[src/rtl/load_store_unit.sv]
// Load/store unit: turns byte/half/word requests into aligned 32-bit memory
// accesses, with read-modify-write for sub-word stores and extended loads.
module load_store_unit #(
    parameter int ADDR_W = 32
) (
    input  logic              clk,
    input  logic              rst,
    input  logic              req_valid,
    output logic              req_ready,
    input  logic              req_we,
    input  logic [1:0]        req_size,
    input  logic              req_unsigned,
    input  logic [ADDR_W-1:0] req_addr,
    input  logic [31:0]       req_wdata,
    output logic              resp_valid,
    output logic [31:0]       resp_rdata,
    output logic              resp_err,
    output logic [ADDR_W-1:0] mem_addr,
    output logic [31:0]       mem_wd,
    output logic              mem_we,
    input  logic [31:0]       mem_rd,
    output logic [2:0]        state_dbg
);

    // Handshake: a request transfers on a posedge where req_valid && req_ready;
    // req_ready is high only in IDLE, and resp_valid is a single-cycle pulse
    // with no back-pressure.

    typedef enum logic [2:0] {
        S_IDLE  = 3'd0,
        S_LOAD  = 3'd1,
        S_READ  = 3'd2,
        S_WRITE = 3'd3,
        S_RESP  = 3'd4
    } state_t;

    localparam logic [1:0] SZ_BYTE = 2'b00;
    localparam logic [1:0] SZ_HALF = 2'b01;
    localparam logic [1:0] SZ_WORD = 2'b10;

    state_t            state, state_nxt;
    logic [1:0]        size_q;
    logic              uns_q;
    logic [1:0]        lane_q;
    logic [15:0]       wdata_q;
    logic [ADDR_W-1:0] addr_q;
    logic [31:0]       merge_q;
    logic [31:0]       result_q;
    logic              err_q;

    logic              accept;
    logic              req_err;
    logic [7:0]        rd_byte;
    logic [15:0]       rd_half;
    logic [31:0]       load_val;
    logic [31:0]       merge_val;

    assign accept    = req_valid && (state == S_IDLE);
    assign req_err   = (req_size == 2'b11)
                    || (req_size == SZ_HALF && req_addr[0])
                    || (req_size == SZ_WORD && req_addr[1:0] != 2'b00);

    assign mem_addr   = addr_q;
    assign mem_wd     = merge_q;
    assign resp_rdata = result_q;
    assign resp_err   = err_q;
    assign state_dbg  = state;

    always_comb begin
        state_nxt  = state;
        req_ready  = 1'b0;
        resp_valid = 1'b0;
        mem_we     = 1'b0;
        case (state)
            S_IDLE: begin
                req_ready = 1'b1;
                if (req_valid) begin
                    if (req_err)                 state_nxt = S_RESP;
                    else if (!req_we)            state_nxt = S_LOAD;
                    else if (req_size == SZ_WORD) state_nxt = S_WRITE;
                    else                         state_nxt = S_READ;
                end
            end
            S_LOAD:  state_nxt = S_RESP;
            S_READ:  state_nxt = S_WRITE;
            S_WRITE: begin
                mem_we    = 1'b1;
                state_nxt = S_RESP;
            end
            S_RESP: begin
                resp_valid = 1'b1;
                state_nxt  = S_IDLE;
            end
            default: state_nxt = S_IDLE;
        endcase
    end

    // Little-endian lane selection out of the fetched word.
    always_comb begin
        rd_byte = 8'h00;
        case (lane_q)
            2'd0: rd_byte = mem_rd[7:0];
            2'd1: rd_byte = mem_rd[15:8];
            2'd2: rd_byte = mem_rd[23:16];
            2'd3: rd_byte = mem_rd[31:24];
            default: rd_byte = 8'h00;
        endcase
        rd_half = lane_q[1] ? mem_rd[31:16] : mem_rd[15:0];

        load_val = mem_rd;
        if (size_q == SZ_BYTE)
            load_val = {{24{rd_byte[7] & ~uns_q}}, rd_byte};
        else if (size_q == SZ_HALF)
            load_val = {{16{rd_half[15] & ~uns_q}}, rd_half};
    end

    always_comb begin
        merge_val = mem_rd;
        if (size_q == SZ_BYTE) begin
            case (lane_q)
                2'd0: merge_val[7:0]   = wdata_q[7:0];
                2'd1: merge_val[15:8]  = wdata_q[7:0];
                2'd2: merge_val[23:16] = wdata_q[7:0];
                2'd3: merge_val[31:24] = wdata_q[7:0];
                default: merge_val = mem_rd;
            endcase
        end else if (lane_q[1]) begin
            merge_val[31:16] = wdata_q;
        end else begin
            merge_val[15:0] = wdata_q;
        end
    end

    always_ff @(posedge clk or posedge rst) begin
        if (rst) state <= S_IDLE;
        else     state <= state_nxt;
    end

    always_ff @(posedge clk or posedge rst) begin
        if (rst) begin
            size_q   <= 2'b00;
            uns_q    <= 1'b0;
            lane_q   <= 2'b00;
            wdata_q  <= 16'h0000;
            addr_q   <= '0;
            merge_q  <= 32'h0;
            result_q <= 32'h0;
            err_q    <= 1'b0;
        end else begin
            if (accept) begin
                size_q   <= req_size;
                uns_q    <= req_unsigned;
                lane_q   <= req_addr[1:0];
                wdata_q  <= req_wdata[15:0];
                addr_q   <= {req_addr[ADDR_W-1:2], 2'b00};
                result_q <= 32'h0;
                err_q    <= req_err;
                if (req_we && req_size == SZ_WORD && !req_err)
                    merge_q <= req_wdata;
            end
            if (state == S_LOAD) result_q <= load_val;
            if (state == S_READ) merge_q  <= merge_val;
        end
    end

endmodule

[config.mk]
export PLATFORM = sky130hd
export DESIGN_NAME = load_store_unit
export DESIGN_NICKNAME = d
export VERILOG_FILES = /design/src/rtl/load_store_unit.sv
export SDC_FILE = /design/constraint.sdc
export NUM_CORES = 1
export LEC_CHECK = 0
export ABC_AREA = 1
export CORE_MARGIN = 2
export CORE_UTILIZATION = 43
export DETAILED_ROUTE_END_ITERATION = 8
export PLACE_DENSITY = 0.77
export RECOVER_POWER = 25
export SLEW_MARGIN = 30
export SYNTH_ARGS = -nofsm -noshare
export SYNTH_HDL_FRONTEND = slang
export SYNTH_SLANG_ARGS = --single-unit
[constraint.sdc]
create_clock -name clk -period 4 [get_ports clk]
set_clock_uncertainty 0.15 [all_clocks]
set_input_delay 0.8 -clock clk [delete_from_list [all_inputs] [get_ports clk]]
set_output_delay 0.8 -clock clk [all_outputs]
set_load 0.01 [all_outputs]
== Yosys cells after proc, flatten, opt, wreduce, memory -nomap -nowiden ==
Cells that the tools add are included.

* Bits of input ports: 103
* Bits in registers: 119
* Output and inout bits: 103
* Logic and storage cells: 65

* Bitwise gates (word level): 3
* Eq/ne operators: 12
* Multiplexer cells: 24
* Reduce and logical (&&, ||, !) cells: 17

{| class="wikitable"
|+ Operator list
! kind !! count
|-
| 32-bit 2-to-1 mux || 8
|-
| 16-bit 2-to-1 mux || 3
|-
| 8-bit 2-to-1 mux || 4
|-
| 8-bit case mux with 4 select lines || 1
|-
| 3-bit case mux with 3 select lines || 1
|-
| 2-bit equality test, second input constant || 4
|-
| 2-bit nonzero test || 4
|-
| 2-bit by 1-bit equality test with 1-bit output, second input constant || 3
|-
| 3-bit by 2-bit equality test with 1-bit output, second input constant || 2
|-
| 3-bit 2-to-1 mux || 2
|-
| 1-bit logical AND || 5
|-
| 2-bit zero test || 2
|-
| 1-bit 2-to-1 mux || 4
|-
| 3-bit by 1-bit equality test with 1-bit output, second input constant || 1
|-
| 3-bit equality test, second input constant || 1
|-
| 3-bit zero test || 1
|-
| 1-bit bitwise AND || 2
|-
| 1-bit logical OR || 2
|-
| 2-bit 2-to-1 mux || 1
|-
| 2-bit inequality test, second input constant || 1
|-
| 2-bit AND reduction || 1
|-
| 2-bit OR reduction || 1
|-
| 1-bit zero test || 1
|-
| 1-bit NOT || 1
|}

== Depth between registers and ports, before layout ==
* Depth in word-level cells: 9
* Depth in mapped cells: 10
* Mapped depth without buffers: 8

== Least setup slack after synthesis ==
Ideal clock, no wire load.

* Path kind: input to register
* From: in req_size[0]
* To: reg merge_q[0], in the netlist mem_wd[0]
* Buffers on the path: 1
* Setup time: 0.066 ns
* Path slack: 2.164 ns
* Arrival: 1.619 ns
* Data required time: 3.784 ns
* Stages on the path: 8
* Cell sequence: nor2_1 -> nand2_1 -> nand2_1 -> nand3_1 -> nand2_1 -> buf_4 -> nand3_1 -> nand2_1

* Longest elaborated chain between the ends: 8
* Elaborated cells between the ends (all ways): 12
* Those cells by class: eq/ne (3); reduce/logical (9)

{| class="wikitable"
|+ Ends and longest elaborated chain
! what !! RTL line !! source
|-
| from (decl) || 11 || <nowiki>input logic [1:0] req_size,</nowiki>
|-
| 2-bit by 1-bit equality test with 1-bit output || 60 || <nowiki>|| (req_size == SZ_HALF && req_addr[0])</nowiki>
|-
| 1-bit logical AND || 60 ||
|-
| 1-bit logical OR || 60 ||
|-
| 1-bit logical OR || 61 || <nowiki>|| (req_size == SZ_WORD && req_addr[1:0] != 2'b00);</nowiki>
|-
| 1-bit zero test || 158 || <nowiki>if (req_we && req_size == SZ_WORD && !req_err)</nowiki>
|-
| 1-bit logical AND * || 158 ||
|-
| 2-bit nonzero test (no source line) * || n/a ||
|-
| 2-bit AND reduction (no source line) * || n/a ||
|-
| to (signal assigned) || 159 || <nowiki>merge_q <= req_wdata;</nowiki>
|-
| to (signal assigned) || 162 || <nowiki>if (state == S_READ) merge_q <= merge_val;</nowiki>
|-
| to (decl) || 47 || <nowiki>logic [31:0] merge_q;</nowiki>
|}

Every way passes the cells marked *; elsewhere a longest branch is shown, timed or not.
A chain may end at the register's enable or synchronous reset.

==> run summary <==
Area leader, netlist -> dfrtp_1
WP data required -> 4210 ps
Worst Path Buf+Inv -> 3
ANT cells -> 0
Final setup vio count -> 0
Syn. warnings -> 0
Critical Path Start Type -> input port
Vias in the first global route -> 6,737
Register bit total from synthesis -> 119
Final Hold Viols -> 0
GRT Total Usage -> 26.5%
Tmin final -> 2990 ps
Final antenna-violating net count -> 0
Slew @ Worst Pin -> 1410 ps
Peak VDD IR -> 0.417 mV
Die ar. -> 0.0170 mm2
Worst setup margin -> 1010 ps
Share of cells above drive strength 1 -> 6.96%
Core outline area -> 0.0157 mm2
Placed cells -> 1,392
Final nets -> 1,298
First-pass GRT wire length -> 35,000 um
Input/output buffers -> 203
CTS tree -> built
DP Area -> 0.00897 mm2
RSZ-0062 raised after global routing -> false
Non-Filler Instances -> 1,423
Cts hold-fix bufs -> 0
Setup TNS -> 0 ps
Cell row count -> 46
Max stage delay on crit path -> 1000 ps
Clock sink count -> 119
Starting Density -> 43.6%
Worst Setup Path Type -> input port to asynchronous set/reset pin
Top post-synthesis cells by area -> dfrtp_1 (43%), nand2_1 (25%), nand3_1 (12%)
Min Hold Slack -> 316 ps
Final Cell Area -> 0.00956 mm2
TritonRoute pass-1 iters -> 5
Vias per cell -> 5.16
Via count -> 7,344
Area Overhead vs Synth -> 39.5%
I/O pin cnt -> 206
Distinct cells, synth -> 20
Sequential Area -> 0.00298 mm2
Pwr per Cell Area -> 821 mW/mm2
WL/cell -> 15.7 um
Clock H-tree levels -> 4
Root buffer selected by CTS -> clkbuf_16
Fmax -> 334 MHz
FILL cells -> 1,441
P_leak -> 4.82 nW
Post-Syn Area -> 0.00685 mm2
Worst setup EP type -> asynchronous set/reset pin
Clk slew on worst S/H paths -> 60 ps
Total congestion overflow -> 0
Delay-heaviest family, CP -> buffers and inverters
Setup bufs post-CTS -> 0
Clock latency on the worst-skew pair -> 420 ps
Max-slew headroom -> 5.24%
Largest net degree at the start of global routing -> 55
Top-area cell type share of the netlist area -> 43.5%
DRC viols -> 0
DRT iter0 DRCs -> 621
CTS buffer count -> 17
Initial antenna violation count -> 0
CP max FO -> 43
Min-delay worst type -> flip-flop to flip-flop
Max-Cap Viols -> 0
Post-CTS Resized -> 0
Footprint of the multi-input gates -> 0.00331 mm2
Final Util -> 60.8%
Die height -> 130 um
Status -> complete, no violations
Arrival @ worst endpoint -> 3210 ps
Period utilization -> 74.9%
Post-synthesis sequential area ratio -> 43.5%
Routability Congestion -> 0.964
Clock Tree Buf Depth -> 2
Mapped Cells -> 1,024
Chip width -> 130 um
Total Power -> 7.85 mW
Routed wire length -> 22,400 um
Post-synthesis area per instance -> 6.69 um2
Dpl hpwl -> 15,500 um
Crit path max-delay cell type -> clkbuf_2
Max Slew Vio Count -> 0
Critical path, cell by cell -> dlygate4sd3_1 -> clkinvlp_2 -> clkbuf_2
Place WS -> 1270 ps
==> cells by family after synthesis <==
kind of cell | count (synthesis) | share of synthesized area [%]
AND/OR/NAND/NOR | 718 | 44.4
buffers and inverters | 137 | 8.51
flip-flops | 119 | 43.5
AO/OA/AOI/OAI | 49 | 3.58
other | 1 | 0.0547
==> final cells by class <==
type                       instances  area share [%]
multi-input combinational        769            34.6
sequential                       119            31.2
timing repair buffer             212            21.9
clock buffer                      19            4.63
inverter                          76            3.00
tap                              216            2.83
clock inverter                    12            1.86
==> where the power goes <==
group	total (mW)	internal (mW)	switching, mW
logic	4.09	1.66	2.43
clock network	1.62	1.05	0.566
registers	2.14	1.78	0.353
total	7.85	4.50	3.35
==> cells in the mapped netlist, drive strengths merged <==
cell type	number
nand3	161
dfrtp	119
nor3	1
clkbuf	21
nor2	42
a21oi	27
conb	1
o21ai	22
nand4	15
buf	40
inv	76
or2	32
nand2	467
==> state kept, by name, summed over array words and instances (netlist names) <==
signal and cells:
mem_wd 32, resp_rdata 32, mem_addr 30, wdata_q 16, state_dbg 3, lane_q 2, size_q 2, resp_err 1
uns_q 1
==> placed cells by master, fill, tap and decap left out, types with 6 or more instances in the layout <==
master | synthesis | routed
o21ai_0 | 22 | 22
nand4_1 | 15 | 15
inv_2 | 6 | 6
nand2_1 | 465 | 465
inv_1 | 70 | 69
or2_2 | 28 | 28
nor2_1 | 37 | 36
clkbuf_16 | 0 | 17
a21oi_1 | 27 | 27
buf_4 | 7 | 7
nand3_1 | 159 | 159
clkdlybuf4s50_1 | 0 | 201
dfrtp_1 | 119 | 119
==> path summary, 6_finish.rpt <==
path | depth (start not counted) | slack (ps) | end | startpoint
min in group asynchronous | 2 | 990 | mem_addr[27] | rst
max in group clk | 4 | 1170 | req_ready | state_dbg[1]
worst max-delay path | 3 | 1010 | mem_wd[21] | rst
worst min register to register | 2 | 320 | mem_addr[2] | mem_addr[2]
worst max register to register | 7 | 1310 | resp_rdata[28] | lane_q[1]
worst min-delay path | 2 | 320 | mem_addr[2] | mem_addr[2]
==> tightest hold or removal path: cells and delay by family (launching register included) <==
family           cells  cell delay [ps]
DFF                  1              340
and+or+nand+nor      2               90
==> per-layer routing <==
metal | GRT usage (%) | part of all wire [%]
met1 | 35.9 | 42
met5 | 0 | 0
met4 | 9.80 | 3.1
met2 | 40.6 | 45
met3 | 7.54 | 9.3
No activity file was read; power rests on OpenSTA's default activity.
